==> config.mk <==
export PLATFORM = sky130hd
export DESIGN_NAME = apb_master_arb_flat
export DESIGN_NICKNAME = d
export VERILOG_FILES = /design/src/rtl/apb_master_arb_pkg.sv /design/src/rtl/apb_master_arb_if.sv /design/src/rtl/apb_master_arb_rr.sv /design/src/rtl/apb_master_arb.sv /design/src/flat_wrapper.sv
export SDC_FILE = /design/constraint.sdc
export NUM_CORES = 1
export LEC_CHECK = 0
export CAP_MARGIN = 15
export CORE_UTILIZATION = 35
export DETAILED_ROUTE_END_ITERATION = 6
export GPL_TIMING_DRIVEN = 0
export MAX_ROUTING_LAYER = met4
export PLACE_DENSITY_LB_ADDON = 0.12
export SLEW_MARGIN = 20
export SYNTH_ARGS = -nofsm -noshare
export SYNTH_HDL_FRONTEND = slang
export SYNTH_HIERARCHICAL = 1
export SYNTH_SLANG_ARGS = --single-unit
==> constraint.sdc <==
create_clock -name pclk -period 1.8 [get_ports pclk]
set_input_delay 0.27 -clock pclk [delete_from_list [all_inputs] [get_ports pclk]]
set_output_delay 0.27 -clock pclk [all_outputs]
set_load 0.02 [all_outputs]
==> src/rtl/apb_master_arb_pkg.sv <==
// Shared types and helpers for the APB master arbiter: FSM state encoding,
// default bus widths and a slice extractor for packed per-requester vectors.
package apb_ctrl_pkg;

    typedef enum logic [1:0] {IDLE, SETUP, ACCESS} apb_state_e;

    localparam int DEFAULT_ADDR_W = 32;
    localparam int DEFAULT_DATA_W = 32;

    // Widest packed request vector the helper accepts (8 requesters x 64 bits)
    localparam int MAX_REQ = 8;
    localparam int MAX_W   = 64;
    localparam int VEC_W   = MAX_REQ * MAX_W;

    function automatic logic [MAX_W-1:0] req_slice(input logic [VEC_W-1:0] vec,
                                                   input int unsigned     idx,
                                                   input int unsigned     w);
        logic [VEC_W-1:0] shifted;
        logic [MAX_W-1:0] mask;
        shifted = vec >> (idx * w);
        mask    = '1;
        if (w < MAX_W) mask = (MAX_W'(1) << w) - MAX_W'(1);
        return shifted[MAX_W-1:0] & mask;
    endfunction

endpackage

==> src/rtl/apb_master_arb_if.sv <==
// APB bus bundle between the arbitrating master and a single slave.
interface apb_master_arb_if
    import apb_ctrl_pkg::*;
#(
    parameter int ADDR_W = DEFAULT_ADDR_W,
    parameter int DATA_W = DEFAULT_DATA_W
);
    logic              psel;
    logic              penable;
    logic              pwrite;
    logic [ADDR_W-1:0] paddr;
    logic [DATA_W-1:0] pwdata;
    logic [DATA_W-1:0] prdata;
    logic              pready;
    logic              pslverr;

    modport master (
        output psel, penable, pwrite, paddr, pwdata,
        input  prdata, pready, pslverr
    );

    modport slave (
        input  psel, penable, pwrite, paddr, pwdata,
        output prdata, pready, pslverr
    );
endinterface

==> src/rtl/apb_master_arb_rr.sv <==
// Combinational round-robin picker: first asserted request at or above the
// pointer, wrapping modulo NUM_REQ. The pointer register lives in the parent.
module apb_rr_arbiter #(
    parameter  int NUM_REQ = 2,
    localparam int IW      = (NUM_REQ > 1) ? $clog2(NUM_REQ) : 1
) (
    input  logic [NUM_REQ-1:0] req,
    input  logic [IW-1:0]      pointer,
    input  logic               enable,
    output logic [NUM_REQ-1:0] grant,
    output logic [IW-1:0]      grant_idx
);

    always_comb begin
        logic found;
        int   j;
        grant     = '0;
        grant_idx = '0;
        found     = 1'b0;
        j         = 0;
        for (int k = 0; k < NUM_REQ; k++) begin
            j = int'(pointer) + k;
            if (j >= NUM_REQ) j = j - NUM_REQ;
            if (enable && !found && req[j]) begin
                found     = 1'b1;
                grant[j]  = 1'b1;
                grant_idx = IW'(j);
            end
        end
    end

endmodule

==> src/rtl/apb_master_arb.sv <==
// APB master shared by NUM_REQ requesters: round-robin grant in IDLE, then
// SETUP/ACCESS on the bus, with an optional abort when pready never comes.
module apb_master_arb
    import apb_ctrl_pkg::*;
#(
    parameter int NUM_REQ = 2,
    parameter int ADDR_W  = DEFAULT_ADDR_W,
    parameter int DATA_W  = DEFAULT_DATA_W,
    parameter int TIMEOUT = 16
) (
    input  logic                      pclk,
    input  logic                      presetn,
    input  logic [NUM_REQ-1:0]        req_valid,
    output logic [NUM_REQ-1:0]        req_ready,
    input  logic [NUM_REQ-1:0]        req_write,
    input  logic [NUM_REQ*ADDR_W-1:0] req_addr,
    input  logic [NUM_REQ*DATA_W-1:0] req_wdata,
    output logic [NUM_REQ-1:0]        rsp_valid,
    output logic [DATA_W-1:0]         rsp_rdata,
    output logic                      rsp_err,
    output logic                      timeout_evt,
    output logic                      busy,
    apb_master_arb_if.master          apb
);

    localparam int IW   = (NUM_REQ > 1) ? $clog2(NUM_REQ) : 1;
    localparam int CW   = (TIMEOUT > 0) ? $clog2(TIMEOUT + 1) : 1;
    localparam int TLIM = (TIMEOUT > 0) ? TIMEOUT - 1 : 0;

    apb_state_e         state, state_d;
    logic [IW-1:0]      ptr, gidx_q, arb_idx;
    logic [NUM_REQ-1:0] arb_grant;
    logic [CW-1:0]      tcnt;
    logic               hs, timeout_hit;
    logic [VEC_W-1:0]   addr_vec, wdata_vec;

    assign addr_vec  = VEC_W'(req_addr);
    assign wdata_vec = VEC_W'(req_wdata);

    apb_rr_arbiter #(.NUM_REQ(NUM_REQ)) u_arb (
        .req       (req_valid),
        .pointer   (ptr),
        .enable    (state == IDLE),
        .grant     (arb_grant),
        .grant_idx (arb_idx)
    );

    assign req_ready   = arb_grant;
    assign hs          = |(req_valid & arb_grant);
    assign apb.psel    = (state != IDLE);
    assign apb.penable = (state == ACCESS);
    assign busy        = (state != IDLE);
    // tcnt holds completed ACCESS cycles, so TLIM marks the TIMEOUT-th one; pready wins the tie
    assign timeout_hit = (TIMEOUT > 0) && (state == ACCESS) && !apb.pready && (tcnt == CW'(TLIM));

    always_comb begin
        state_d = state;
        unique case (state)
            IDLE:    if (hs) state_d = SETUP;
            SETUP:   state_d = ACCESS;
            ACCESS:  if (apb.pready || timeout_hit) state_d = IDLE;
            default: state_d = IDLE;
        endcase
    end

    always_ff @(posedge pclk or negedge presetn) begin
        if (!presetn) begin
            state       <= IDLE;
            ptr         <= '0;
            gidx_q      <= '0;
            tcnt        <= '0;
            apb.paddr   <= '0;
            apb.pwdata  <= '0;
            apb.pwrite  <= 1'b0;
            rsp_valid   <= '0;
            rsp_rdata   <= '0;
            rsp_err     <= 1'b0;
            timeout_evt <= 1'b0;
        end else begin
            state       <= state_d;
            rsp_valid   <= '0;
            rsp_rdata   <= '0;
            rsp_err     <= 1'b0;
            timeout_evt <= 1'b0;
            case (state)
                IDLE: if (hs) begin
                    apb.paddr  <= ADDR_W'(req_slice(addr_vec, 32'(arb_idx), ADDR_W));
                    apb.pwdata <= DATA_W'(req_slice(wdata_vec, 32'(arb_idx), DATA_W));
                    apb.pwrite <= req_write[arb_idx];
                    gidx_q     <= arb_idx;
                    ptr        <= (arb_idx == IW'(NUM_REQ - 1)) ? '0 : arb_idx + 1'b1;
                end
                SETUP: tcnt <= '0;
                ACCESS: begin
                    if (apb.pready) begin
                        rsp_valid <= NUM_REQ'(1) << gidx_q;
                        rsp_err   <= apb.pslverr;
                        rsp_rdata <= apb.pwrite ? '0 : apb.prdata;
                        tcnt      <= '0;
                    end else if (timeout_hit) begin
                        rsp_valid   <= NUM_REQ'(1) << gidx_q;
                        rsp_err     <= 1'b1;
                        timeout_evt <= 1'b1;
                        tcnt        <= '0;
                    end else if (tcnt != '1) begin
                        tcnt <= tcnt + 1'b1;
                    end
                end
                default: ;
            endcase
        end
    end

endmodule

==> src/flat_wrapper.sv <==
// flat-port wrapper written by rule: the top's interface ports become plain ports
module apb_master_arb_flat import apb_ctrl_pkg::*;
#(
    parameter int NUM_REQ = 2,
    parameter int ADDR_W  = DEFAULT_ADDR_W,
    parameter int DATA_W  = DEFAULT_DATA_W,
    parameter int TIMEOUT = 16
)
  (pclk, presetn, req_valid, req_ready, req_write, req_addr, req_wdata, rsp_valid, rsp_rdata, rsp_err, timeout_evt, busy, apb_psel, apb_penable, apb_pwrite, apb_paddr, apb_pwdata, apb_prdata, apb_pready, apb_pslverr);
  apb_master_arb_if #(.ADDR_W(ADDR_W), .DATA_W(DATA_W)) apb_i ();
  input  logic pclk;
  input  logic presetn;
  input  logic [NUM_REQ-1:0] req_valid;
  output logic [NUM_REQ-1:0] req_ready;
  input  logic [NUM_REQ-1:0] req_write;
  input  logic [NUM_REQ*ADDR_W-1:0] req_addr;
  input  logic [NUM_REQ*DATA_W-1:0] req_wdata;
  output logic [NUM_REQ-1:0] rsp_valid;
  output logic [DATA_W-1:0] rsp_rdata;
  output logic rsp_err;
  output logic timeout_evt;
  output logic busy;
  output wire logic [$bits(apb_i.psel)-1:0] apb_psel;
  output wire logic [$bits(apb_i.penable)-1:0] apb_penable;
  output wire logic [$bits(apb_i.pwrite)-1:0] apb_pwrite;
  output wire logic [$bits(apb_i.paddr)-1:0] apb_paddr;
  output wire logic [$bits(apb_i.pwdata)-1:0] apb_pwdata;
  input wire logic [$bits(apb_i.prdata)-1:0] apb_prdata;
  input wire logic [$bits(apb_i.pready)-1:0] apb_pready;
  input wire logic [$bits(apb_i.pslverr)-1:0] apb_pslverr;
  assign apb_psel = apb_i.psel;
  assign apb_penable = apb_i.penable;
  assign apb_pwrite = apb_i.pwrite;
  assign apb_paddr = apb_i.paddr;
  assign apb_pwdata = apb_i.pwdata;
  assign apb_i.prdata = apb_prdata;
  assign apb_i.pready = apb_pready;
  assign apb_i.pslverr = apb_pslverr;
  apb_master_arb #(.NUM_REQ(NUM_REQ), .ADDR_W(ADDR_W), .DATA_W(DATA_W), .TIMEOUT(TIMEOUT)) u_core (.pclk(pclk), .presetn(presetn), .req_valid(req_valid), .req_ready(req_ready), .req_write(req_write), .req_addr(req_addr), .req_wdata(req_wdata), .rsp_valid(rsp_valid), .rsp_rdata(rsp_rdata), .rsp_err(rsp_err), .timeout_evt(timeout_evt), .busy(busy), .apb(apb_i));
endmodule
Word-level counts from Yosys, hierarchy flattened
Cells that the tools add are included.
Cells by class
  equality and inequality tests: 7
  magnitude comparators: 7
  bitwise operators: 4
  reductions and logical operators: 17
  mux-type cells: 40
  add/subtract/negate cells: 5
  shift-type cells: 3
Operator list (count)
  2-to-1 mux 32 bit: 7
  right shift 64 x 6 -> 32 bit: 2
  AND 32 bit: 2
  greater-or-equal comparator 32 x 1 -> 1 bit (second input constant): 2
  < comparator 32 x 3 -> 1 bit (second input constant): 2
  2-to-1 mux 1 bit: 19
  2-to-1 mux 5 bit: 3
  2-to-1 mux 2 bit: 7
  case mux 5 bit (2 select lines): 1
  logical AND 1 bit: 7
  case mux 2 bit (3 select lines): 1
  AND reduction 2 bit: 3
  adder 5 x 1 -> 5 bit (second input constant): 1
  equality test 5 x 4 -> 1 bit (second input constant): 1
  != test 5 bit (second input constant): 1
  != test 2 x 1 -> 1 bit (second input constant): 2
  != test 4 x 1 -> 1 bit (second input constant): 1
  nonzero test 2 bit: 2
  subtractor 1 x 2 -> 3 bit (second input constant): 1
  subtractor 2 x 2 -> 3 bit (second input constant): 1
  adder 1 x 1 -> 2 bit (second input constant): 1
  AND 2 bit: 1
  demux 1 bit (select 1 bit): 2
  equality test 2 x 1 -> 1 bit (second input constant): 1
  other kinds (11): 12
Word-level totals
  register bits after elaboration: 110
  output and inout bits: 106
  bits of input ports: 168

Logic depth before layout (Yosys ltp)
Gate-level depths: netlist of the first run.
  word-level depth: 16
  gate-level depth with buffers: 9
  mapped depth without buffers: 7

Modules after synthesis
Netlist of the first run, hierarchy kept.
Modules (own cells, without submodules)
  apb_master_arb: cells each 420, area each 4879.7 sq um, instances 1
  apb_rr_arbiter: cells each 6, area each 26.3 sq um, instances 1

Least setup slack after synthesis of the first run
No wires, ideal clock.
  path kind: register -> register
  from: register u_core.state[0]
  to: register u_core.gidx_q
  required time: 1.675 ns
  setup time: 0.125 ns
  path slack: -0.421 ns
  data arrival time: 2.096 ns
  stages on the path, launching flop included: 9
  clock period less this slack: 2.221 ns
  path buffers: 1
  cells stage by stage: dfrtp_1 inv_1 ha_1 nand2_1 a21oi_1 a22oi_4 nand2b_4 buf_8 mux2_4
Between the ends
  longest elaborated chain between the ends: 10
  elaborated cells between the ends (all ways): 14
  those cells by class: mux (5); bitwise (2); reduce/logical (7)
Ends and longest elaborated chain
  from (decl): RTL line apb_master_arb.sv:30  | apb_state_e state, state_d;
  from (signal assigned): RTL line apb_master_arb.sv:80  | state <= state_d;
  logical NOT 2 bit (*): RTL line apb_master_arb.sv:43  | .enable (state == IDLE),
  logical AND 1 bit: RTL line apb_master_arb_rr.sv:24  | if (enable && !found && req[j]) begin
  2-to-1 mux 1 bit: RTL line apb_master_arb_rr.sv:24
  logical NOT 1 bit: RTL line apb_master_arb_rr.sv:24
  logical AND 1 bit (2 in a row): RTL line apb_master_arb_rr.sv:24
  2-to-1 mux 2 bit (*): RTL line apb_master_arb_rr.sv:24
  named net req_ready[0]: RTL line flat_wrapper.sv:14  | output logic [NUM_REQ-1:0] req_ready;
  AND 2 bit (*): RTL line apb_master_arb.sv:49  | assign hs = |(req_valid & arb_grant);
  OR reduction 2 bit (*): RTL line apb_master_arb.sv:49
  AND reduction 2 bit (no line) (*)
  to (signal assigned): RTL line apb_master_arb.sv:90  | gidx_q <= arb_idx;
  to (decl): RTL line apb_master_arb.sv:31  | logic [IW-1:0] ptr, gidx_q, arb_idx;
The timed path passes the listed nets; every way through them passes the cells marked *.
A chain may end at the register's enable or synchronous reset.

Worst setup path after layout of the first run
  from: register u_core.state[0]
  to: output port busy
Between the ends
  longest elaborated chain between the ends: 1
Ends and longest elaborated chain
  nonzero test 2 bit: RTL line apb_master_arb.sv:52  | assign busy = (state != IDLE);
  to (decl): RTL line flat_wrapper.sv:22  | output logic busy;
No other way between the ends.

==> metrics.txt, run 1 <==
# TYPE chip_impl_metric gauge
chip_impl_info{name="run_status",value="finished with violations"} 1
chip_impl_info{name="violations",value="negative setup slack"} 1
chip_impl_metric{name="worstPathBufferInverterCount",unit=""} 5
chip_impl_metric{name="clk_path_buf_depth",unit=""} 2
chip_impl_metric{name="cp_slowest_stage_delay",unit="ps"} 400
chip_impl_metric{name="routed_wirelength",unit="um"} 15600
chip_impl_metric{name="synth.ff_latch_count",unit=""} 110
chip_impl_info{name="timing.critical_path.max_delay_family",value="buffers and inverters"} 1
chip_impl_metric{name="ioPinCount",unit=""} 274
chip_impl_metric{name="use_met3",unit="%"} 6.56
chip_impl_metric{name="seq_area",unit="um^2"} 2750
chip_impl_metric{name="wl_per_cell",unit="um"} 17.2
chip_impl_metric{name="power_leakage",unit="nW"} 3.55
chip_impl_info{name="rsz0062_at_grt",value="yes"} 1
chip_impl_info{name="synth_top_flop_cell",value="dfrtp_1"} 1
chip_impl_metric{name="vdd.ir_drop.worst",unit="mV"} 0.739
chip_impl_metric{name="timing_max_transition_violations_final",unit=""} 0
chip_impl_metric{name="cap_violations",unit=""} 0
chip_impl_metric{name="reg2regPathDepth",unit=""} 9
chip_impl_metric{name="multi_input_comb_area",unit="um^2"} 2150
chip_impl_metric{name="floorplan.die.height",unit="um"} 120
chip_impl_info{name="yosysMostFrequentCell",value="dfrtp_1"} 1
chip_impl_metric{name="power.internal",unit="W"} 0.00733
chip_impl_metric{name="finClkSkew",unit="ps"} 5.48
chip_impl_metric{name="final_estimated_routing_congestion_in_global_placement",unit=""} 0.786
chip_impl_info{name="worst_hold_path_type",value="in2async"} 1
chip_impl_info{name="global_route.peak_usage_layer",value="met2"} 1
chip_impl_metric{name="cell_area_after_synthesis",unit="um^2"} 4910
chip_impl_metric{name="timing.setup.tns",unit="ps"} -30.4
chip_impl_metric{name="post-route-worst-setup-slack",unit="ps"} -24.8
chip_impl_metric{name="worst-path-stages",unit=""} 6
chip_impl_metric{name="worstSkewPairLatency",unit="ps"} 350
chip_impl_metric{name="worst_slew_margin_rel",unit="%"} 66.5
chip_impl_metric{name="grt_remaining_overflow",unit=""} 0
chip_impl_metric{name="firstDrtPassIters",unit=""} 4
chip_impl_metric{name="syn_nets",unit=""} 599
chip_impl_metric{name="power_per_cell_area",unit="nW/um^2"} 1370
chip_impl_metric{name="time_the_final_worst_path_needs_with_i_o_delays_and_setup",unit="ps"} 1820
chip_impl_metric{name="design.final.nets",unit=""} 895
chip_impl_metric{name="timing.critical_path.arrival",unit="ps"} 1550
chip_impl_metric{name="num-fill-cells",unit=""} 1115
chip_impl_metric{name="place.detailed.hpwl",unit="um"} 11700
chip_impl_metric{name="grt_pass1_wl",unit="um"} 23700
chip_impl_metric{name="p_comb_share",unit="%"} 52.3
chip_impl_metric{name="synth_cell_types",unit=""} 35
chip_impl_metric{name="tightestPinTransition",unit="ps"} 503
chip_impl_info{name="critical_path.startpoint_type",value="flop"} 1
chip_impl_metric{name="worstPathMaxFanout",unit=""} 13
chip_impl_info{name="yosysTopAreaCell",value="dfrtp_1"} 1
chip_impl_metric{name="synth-async-reset-ratio",unit="%"} 100
chip_impl_metric{name="use_met1",unit="%"} 23.5
chip_impl_metric{name="post-route-cell-area",unit="um^2"} 8620
chip_impl_metric{name="placement_rows",unit=""} 42
chip_impl_metric{name="initial_antenna_violation_count",unit=""} 0
chip_impl_metric{name="timing.fmax",unit="MHz"} 548
chip_impl_info{name="cpMostUsedCell",value="buf_4"} 1
chip_impl_metric{name="post-route-util",unit="%"} 64.1
chip_impl_metric{name="finalCritPeriodShare",unit="%"} 101
chip_impl_metric{name="synth_enable_flop_cells",unit=""} 0
chip_impl_metric{name="synth_top_area_share",unit="%"} 56.1
chip_impl_info{name="synth_commonest_cells",value="dfrtp_1, o21ai_0, mux2i_1"} 1
chip_impl_metric{name="syn2layout_area_growth",unit="%"} 75.7
chip_impl_metric{name="cts_sinks",unit=""} 110
chip_impl_metric{name="hold_viol",unit=""} 0
chip_impl_metric{name="synth-seq-area-share",unit="%"} 56.1
chip_impl_metric{name="route.antenna.remaining_nets",unit=""} 0
chip_impl_metric{name="drive_above_1_share",unit="%"} 15.1
chip_impl_metric{name="drt_first_iter_violations",unit=""} 160
chip_impl_info{name="crit_type",value="reg2out"} 1
chip_impl_metric{name="floorplan.die.width",unit="um"} 120
chip_impl_metric{name="numPortBuffers",unit=""} 273
chip_impl_metric{name="crit_required",unit="ps"} 1530
chip_impl_metric{name="groute.usage.overall",unit="%"} 22.1
chip_impl_info{name="critical_path.endpoint_type",value="primary output"} 1
chip_impl_metric{name="p_sw_share",unit="%"} 38.0
chip_impl_metric{name="antenna_cells_inserted",unit=""} 0
chip_impl_metric{name="die_outline_area",unit="um^2"} 14500
chip_impl_metric{name="ys.warnings.count",unit=""} 6
chip_impl_metric{name="maximum_number_of_pins_on_one_net_before_global_route_repair",unit=""} 60
chip_impl_metric{name="syn_avg_cell_area",unit="um^2"} 11.5
chip_impl_info{name="crit_slowest_cell",value="dfrtp_1"} 1
chip_impl_metric{name="coreArea",unit="um^2"} 13500
chip_impl_info{name="cp_cell_sequence",value="inv_2 > ha_4 > inv_6 > buf_6 > buf_4 > buf_4"} 1
chip_impl_metric{name="floorplan.initialDensity",unit="%"} 36.5
chip_impl_info{name="cts_tree",value="yes"} 1
chip_impl_info{name="cts_root_buf",value="clkbuf_16"} 1
chip_impl_metric{name="syn_inst_count",unit=""} 426
chip_impl_metric{name="power.net_switching",unit="W"} 0.00449
chip_impl_metric{name="power.clock.fraction",unit="%"} 16.9
chip_impl_metric{name="use_met2",unit="%"} 38.4
chip_impl_info{name="synth_area_leaders",value="dfrtp_1, mux2i_1, o21ai_0, and2_1, o21ai_1"} 1
chip_impl_metric{name="vias_in_the_first_global_route",unit=""} 4701
chip_impl_metric{name="postPlaceCellArea",unit="um^2"} 7920
chip_impl_metric{name="detailroute.via_count",unit=""} 4419
chip_impl_metric{name="share_of_total_power_in_sequential_cells",unit="%"} 30.9
chip_impl_metric{name="viasPerCell",unit=""} 4.89
chip_impl_metric{name="tritoncts.num_buffers",unit=""} 9
chip_impl_metric{name="htree_levels",unit=""} 3
chip_impl_metric{name="detail_route.drc_violations",unit=""} 0
chip_impl_metric{name="worst_setup_hold_path_clk_slew",unit="ps"} 70
chip_impl_metric{name="setup-violations-final",unit=""} 3
## timing repair
item                       CTS  global route
setup endpoints to repair   65           104
hold endpoints to repair    51             0
gates resized for setup     47            88
gates cloned                 0             1
hold buffers                 1             0
buffers inserted             7             3
pin swaps                    1             2
## metal layers
| layer | vias up | routed length, um |
|---|---|---|
| met5 | - | 0 |
| met4 | 0 | 368 |
| met3 | 25 | 1420 |
| met2 | 211 | 7950 |
| met1 | 2096 | 5820 |
| li1 | 2087 | - |
## layout by cell type (no fill, tap or decap), types with 3 or more instances in the layout
master,netlist,layout
clkdlybuf4s50_1,0,267
dfrtp_1,110,110
o21ai_1,32,66
o21ai_0,97,59
mux2i_1,66,47
and2_1,33,33
buf_4,4,17
mux2i_4,0,11
clkbuf_16,0,10
o21ai_2,6,10
mux2i_2,0,8
buf_6,6,7
buf_12,1,6
clkbuf_1,7,6
buf_2,8,4
nand2_1,6,4
inv_1,6,4
clkbuf_2,6,3
nor2_1,4,3
clkbuf_4,0,3
nand3_1,3,3
ha_1,5,3
## power by group through the flow
stage          sequential, W  clock (W)  combinational (W)
2_1_floorplan        0.00452          0            0.00210
3_3_place_gp         0.00363          0            0.00553
3_5_place_dp         0.00367          0            0.00563
4_1_cts              0.00364    0.00205            0.00587
5_1_grt              0.00373    0.00212            0.00662
6_report             0.00365    0.00199            0.00618
## metrics by stage
step	std cells	power (W)	hold WS [ps]	worst slack [ps]
floorplan	426	0.00662	-25.6	6.11
global placement	875	0.00917	437	-3730
detailed placement	876	0.00931	254	-491
CTS	900	0.0116	442	-102
global route	903	0.0125	460	-83.1
finish	903	0.0118	420	-24.8
## layout make-up
cell class | instances | area share [%]
Timing Repair Buffer | 286 | 33.2
Sequential cell | 110 | 31.9
Multi-Input combinational cell | 276 | 24.9
Buffer | 32 | 3.53
Clock buffer | 9 | 2.61
Tap cell | 176 | 2.55
Clock inverter | 7 | 0.842
Inverter | 7 | 0.363
## worst paths after layout
path	end	slack [ps]	startpoint
max	busy	-20	u_core/state[0]
min	u_core/apb.paddr[4]	420	presetn
max reg2reg	u_core/apb.pwdata[16]	0	u_core/state[0]
min reg2reg	u_core/rsp_valid[0]	460	u_core/gidx_q
max in group asynchronous	u_core/apb.pwdata[2]	710	presetn
min in group pclk	u_core/rsp_valid[0]	460	u_core/gidx_q
## sequential cells by signal, summed over array words and instances (netlist names)
| name | count |
|---|---|
| u_core/apb.paddr | 32 |
| u_core/apb.pwdata | 32 |
| u_core/apb.pwrite | 1 |
| u_core/timeout_evt | 1 |
| u_core/rsp_rdata | 32 |
| u_core/ptr | 1 |
| u_core/state | 2 |
| u_core/rsp_err | 1 |
| u_core/gidx_q | 1 |
| u_core/rsp_valid | 2 |
| u_core/tcnt | 5 |
## cells by family (layout without fill, tap and decap cells)
kind of cell / after synthesis / after routing / synth area share [%]
AO/OA/AOI/OAI: 148 / 148 / 16.4
adder cells (fa/ha/maj): 5 / 5 / 1.28
buffers and inverters: 40 / 341 / 5.20
flip-flops: 110 / 110 / 56.1
multiplexers: 69 / 69 / 14.2
AND/OR/NAND/NOR: 54 / 54 / 6.73
Note: power is estimated with default switching activity, not from simulation.
==> run 2: changes to the inputs <==
--- a/config.mk
+++ b/config.mk
@@ -7,6 +7,7 @@
 export LEC_CHECK = 0
 export CAP_MARGIN = 15
 export CORE_UTILIZATION = 35
+export CTS_BUF_LIST = sky130_fd_sc_hd__clkbuf_16
 export DETAILED_ROUTE_END_ITERATION = 6
 export GPL_TIMING_DRIVEN = 0
 export MAX_ROUTING_LAYER = met4
==> results of run 2 <==
No change in the layout: final DEF, timing and power equal those of run 1.
==> run 3: changes to the inputs <==
--- a/config.mk
+++ b/config.mk
@@ -9,8 +9,8 @@
 export CORE_UTILIZATION = 35
 export CTS_BUF_LIST = sky130_fd_sc_hd__clkbuf_16
 export DETAILED_ROUTE_END_ITERATION = 6
+export GPL_ROUTABILITY_DRIVEN = 0
 export GPL_TIMING_DRIVEN = 0
-export MAX_ROUTING_LAYER = met4
 export PLACE_DENSITY_LB_ADDON = 0.12
 export SLEW_MARGIN = 20
 export SYNTH_ARGS = -nofsm -noshare
==> run 3 against run 2 <==
The run still ends with negative setup slack left. Core utilization up 0.22 points. Final cell count grew 0.11%. Global-route usage down 0.62 points. Routed wire length grew 0.51%. Non-clock buffer count rose by 1. Flip-flop and latch count is the same. Power increased by 0.48%. Sequential power barely moved.
==> metrics.txt, run 3 (synthesis results as in run 1) <==
# TYPE chip_impl_metric gauge
chip_impl_metric{name="drt_first_iter_violations",unit=""} 198
chip_impl_info{name="critical_path.startpoint_type",value="flop"} 1
chip_impl_metric{name="crit_required",unit="ps"} 2020
chip_impl_metric{name="detailroute.via_count",unit=""} 4440
chip_impl_info{name="cts_tree",value="yes"} 1
chip_impl_metric{name="wl_per_cell",unit="um"} 17.3
chip_impl_metric{name="seq_area",unit="um^2"} 2750
chip_impl_metric{name="firstDrtPassIters",unit=""} 4
chip_impl_metric{name="maximum_number_of_pins_on_one_net_before_global_route_repair",unit=""} 60
chip_impl_metric{name="share_of_total_power_in_sequential_cells",unit="%"} 30.7
chip_impl_metric{name="tightestPinTransition",unit="ps"} 509
chip_impl_metric{name="syn2layout_area_growth",unit="%"} 76.3
chip_impl_metric{name="numPortBuffers",unit=""} 273
chip_impl_metric{name="setup-violations-final",unit=""} 2
chip_impl_info{name="critical_path.endpoint_type",value="flop"} 1
chip_impl_metric{name="clk_path_buf_depth",unit=""} 2
chip_impl_metric{name="drive_above_1_share",unit="%"} 15.4
chip_impl_metric{name="num-fill-cells",unit=""} 1116
chip_impl_metric{name="worst_slew_margin_rel",unit="%"} 66.1
chip_impl_info{name="timing.critical_path.max_delay_family",value="buffers and inverters"} 1
chip_impl_metric{name="tritoncts.num_buffers",unit=""} 9
chip_impl_metric{name="power_per_cell_area",unit="nW/um^2"} 1370
chip_impl_info{name="crit_type",value="reg2reg"} 1
chip_impl_metric{name="worstPathMaxFanout",unit=""} 8
chip_impl_metric{name="groute.usage.overall",unit="%"} 21.5
chip_impl_info{name="worst_hold_path_type",value="in2async"} 1
chip_impl_info{name="crit_slowest_cell",value="dfrtp_1"} 1
chip_impl_metric{name="power_leakage",unit="nW"} 3.56
chip_impl_metric{name="worst_setup_hold_path_clk_slew",unit="ps"} 70
chip_impl_metric{name="floorplan.die.height",unit="um"} 120
chip_impl_metric{name="place.detailed.hpwl",unit="um"} 11700
chip_impl_metric{name="multi_input_comb_area",unit="um^2"} 2140
chip_impl_metric{name="power.clock.fraction",unit="%"} 16.7
chip_impl_metric{name="post-route-cell-area",unit="um^2"} 8650
chip_impl_metric{name="grt_remaining_overflow",unit=""} 0
chip_impl_metric{name="cts_sinks",unit=""} 110
chip_impl_info{name="cts_root_buf",value="clkbuf_16"} 1
chip_impl_info{name="layout_common_cells",value="clkdlybuf4s50_1, dfrtp_1, o21ai_1"} 1
chip_impl_metric{name="ioPinCount",unit=""} 274
chip_impl_metric{name="postPlaceCellArea",unit="um^2"} 7920
chip_impl_metric{name="cp_slowest_stage_delay",unit="ps"} 400
chip_impl_metric{name="power.internal",unit="W"} 0.00738
chip_impl_metric{name="coreArea",unit="um^2"} 13500
chip_impl_metric{name="hold_viol",unit=""} 0
chip_impl_metric{name="routed_wirelength",unit="um"} 15600
chip_impl_info{name="largest_regs",value="u_core/apb.paddr x32, u_core/apb.pwdata x32, u_core/rsp_rdata x32"} 1
chip_impl_metric{name="htree_levels",unit=""} 3
chip_impl_metric{name="timing_max_transition_violations_final",unit=""} 0
chip_impl_metric{name="timing.critical_path.arrival",unit="ps"} 2040
chip_impl_metric{name="fin_worst_hold_slack",unit="ps"} 424
chip_impl_metric{name="floorplan.initialDensity",unit="%"} 36.5
chip_impl_info{name="cp_cell_sequence",value="inv_2 > ha_4 > nand2_2 > a21oi_2 > buf_6 > buf_12 > buf_4 > mux2i_2 > o21ai_0"} 1
chip_impl_metric{name="detail_route.drc_violations",unit=""} 0
chip_impl_metric{name="finClkSkew",unit="ps"} 6.31
chip_impl_metric{name="p_sw_share",unit="%"} 37.8
chip_impl_info{name="layout_commonest_cell",value="clkdlybuf4s50_1"} 1
chip_impl_metric{name="route.antenna.remaining_nets",unit=""} 0
chip_impl_metric{name="design.final.nets",unit=""} 896
chip_impl_metric{name="viasPerCell",unit=""} 4.91
chip_impl_metric{name="vdd.ir_drop.worst",unit="mV"} 0.731
chip_impl_metric{name="timing.fmax",unit="MHz"} 549
chip_impl_info{name="rsz0062_at_grt",value="yes"} 1
chip_impl_metric{name="floorplan.die.width",unit="um"} 120
chip_impl_metric{name="worstSkewPairLatency",unit="ps"} 350
chip_impl_metric{name="antenna_cells_inserted",unit=""} 0
chip_impl_metric{name="post-route-worst-setup-slack",unit="ps"} -20.2
chip_impl_metric{name="finalCritPeriodShare",unit="%"} 101
chip_impl_metric{name="die_outline_area",unit="um^2"} 14500
chip_impl_metric{name="power.net_switching",unit="W"} 0.00449
chip_impl_metric{name="initial_antenna_violation_count",unit=""} 0
chip_impl_metric{name="placement_rows",unit=""} 42
chip_impl_metric{name="p_comb_share",unit="%"} 52.5
chip_impl_metric{name="vias_in_the_first_global_route",unit=""} 4670
chip_impl_metric{name="worstPathBufferInverterCount",unit=""} 4
chip_impl_metric{name="time_the_final_worst_path_needs_with_i_o_delays_and_setup",unit="ps"} 1820
chip_impl_metric{name="grt_pass1_wl",unit="um"} 23800
chip_impl_info{name="run_status",value="finished with violations"} 1
chip_impl_metric{name="post-route-util",unit="%"} 64.3
chip_impl_metric{name="cap_violations",unit=""} 0
chip_impl_info{name="violations",value="negative setup slack"} 1
==> run 3: area by class of cell <==
| class | instances | area share [%] |
|---|---|---|
| plain buffers | 32 | 3.47 |
| inverters | 7 | 0.362 |
| repair buffers | 287 | 33.6 |
| clock buffers | 9 | 2.60 |
| flip-flops and latches | 110 | 31.8 |
| well taps | 176 | 2.55 |
| clock inverters | 7 | 0.839 |
| multi-input cells | 276 | 24.7 |
==> run 3: timing repair <==
item	CTS	global route
cloned	0	2
pin swaps	1	2
resized for setup	47	91
endpoints found under the setup margin	65	103
hold buffers	1	0
hold endpoints to repair	51	0
setup buffers	7	3
==> run 3: worst reg2reg max path: stages (launching register included) <==
cell     delay, ps
dfrtp_1        400
inv_2           90
ha_4           200
nand2_2         90
a21oi_2        130
buf_6          140
buf_12         150
buf_4          150
mux2i_2        240
o21ai_0        110
==> run 3: path summary, 6_finish.rpt <==
path                                   endpoint       startpoint  slack [ps]  cells after the start
hold / removal              u_core/apb.paddr[4]          presetn         420                      2
hold reg to reg             u_core/rsp_valid[0]    u_core/gidx_q         470                      1
max in group asynchronous  u_core/apb.pwdata[2]          presetn         710                      3
setup / recovery            u_core/apb.paddr[2]  u_core/state[0]         -20                      9
setup reg to reg            u_core/apb.paddr[2]  u_core/state[0]         -20                      9
min in group pclk           u_core/rsp_valid[0]    u_core/gidx_q         470                      1
==> run 3: metal layers <==
metal	track usage, %	share of wire [%]	up-vias
met5	0	0	-
met2	38.3	51	213
li1	-	-	2089
met4	9.03	2.5	0
met1	22.9	37	2112
met3	7.59	10	26
==> run 3: stage by stage <==
step           setup TNS, ps  setup slack [ps]  power (W)  cells
3_5_place_dp          -25070              -491    0.00931    876
5_1_grt                -2040             -93.3     0.0125    904
3_3_place_gp         -430570             -3730    0.00917    875
6_report               -29.9             -20.2     0.0119    904
2_1_floorplan              0              6.11    0.00662    426
4_1_cts                 -128              -102     0.0116    900
==> run 3: power groups by stage <==
stage	registers [W]	clock network, W	logic [W]
floorplan	0.00452	0	0.00210
global route	0.00373	0.00211	0.00669
detailed placement	0.00367	0	0.00563
global placement	0.00363	0	0.00553
CTS	0.00364	0.00205	0.00587
finish	0.00365	0.00199	0.00624
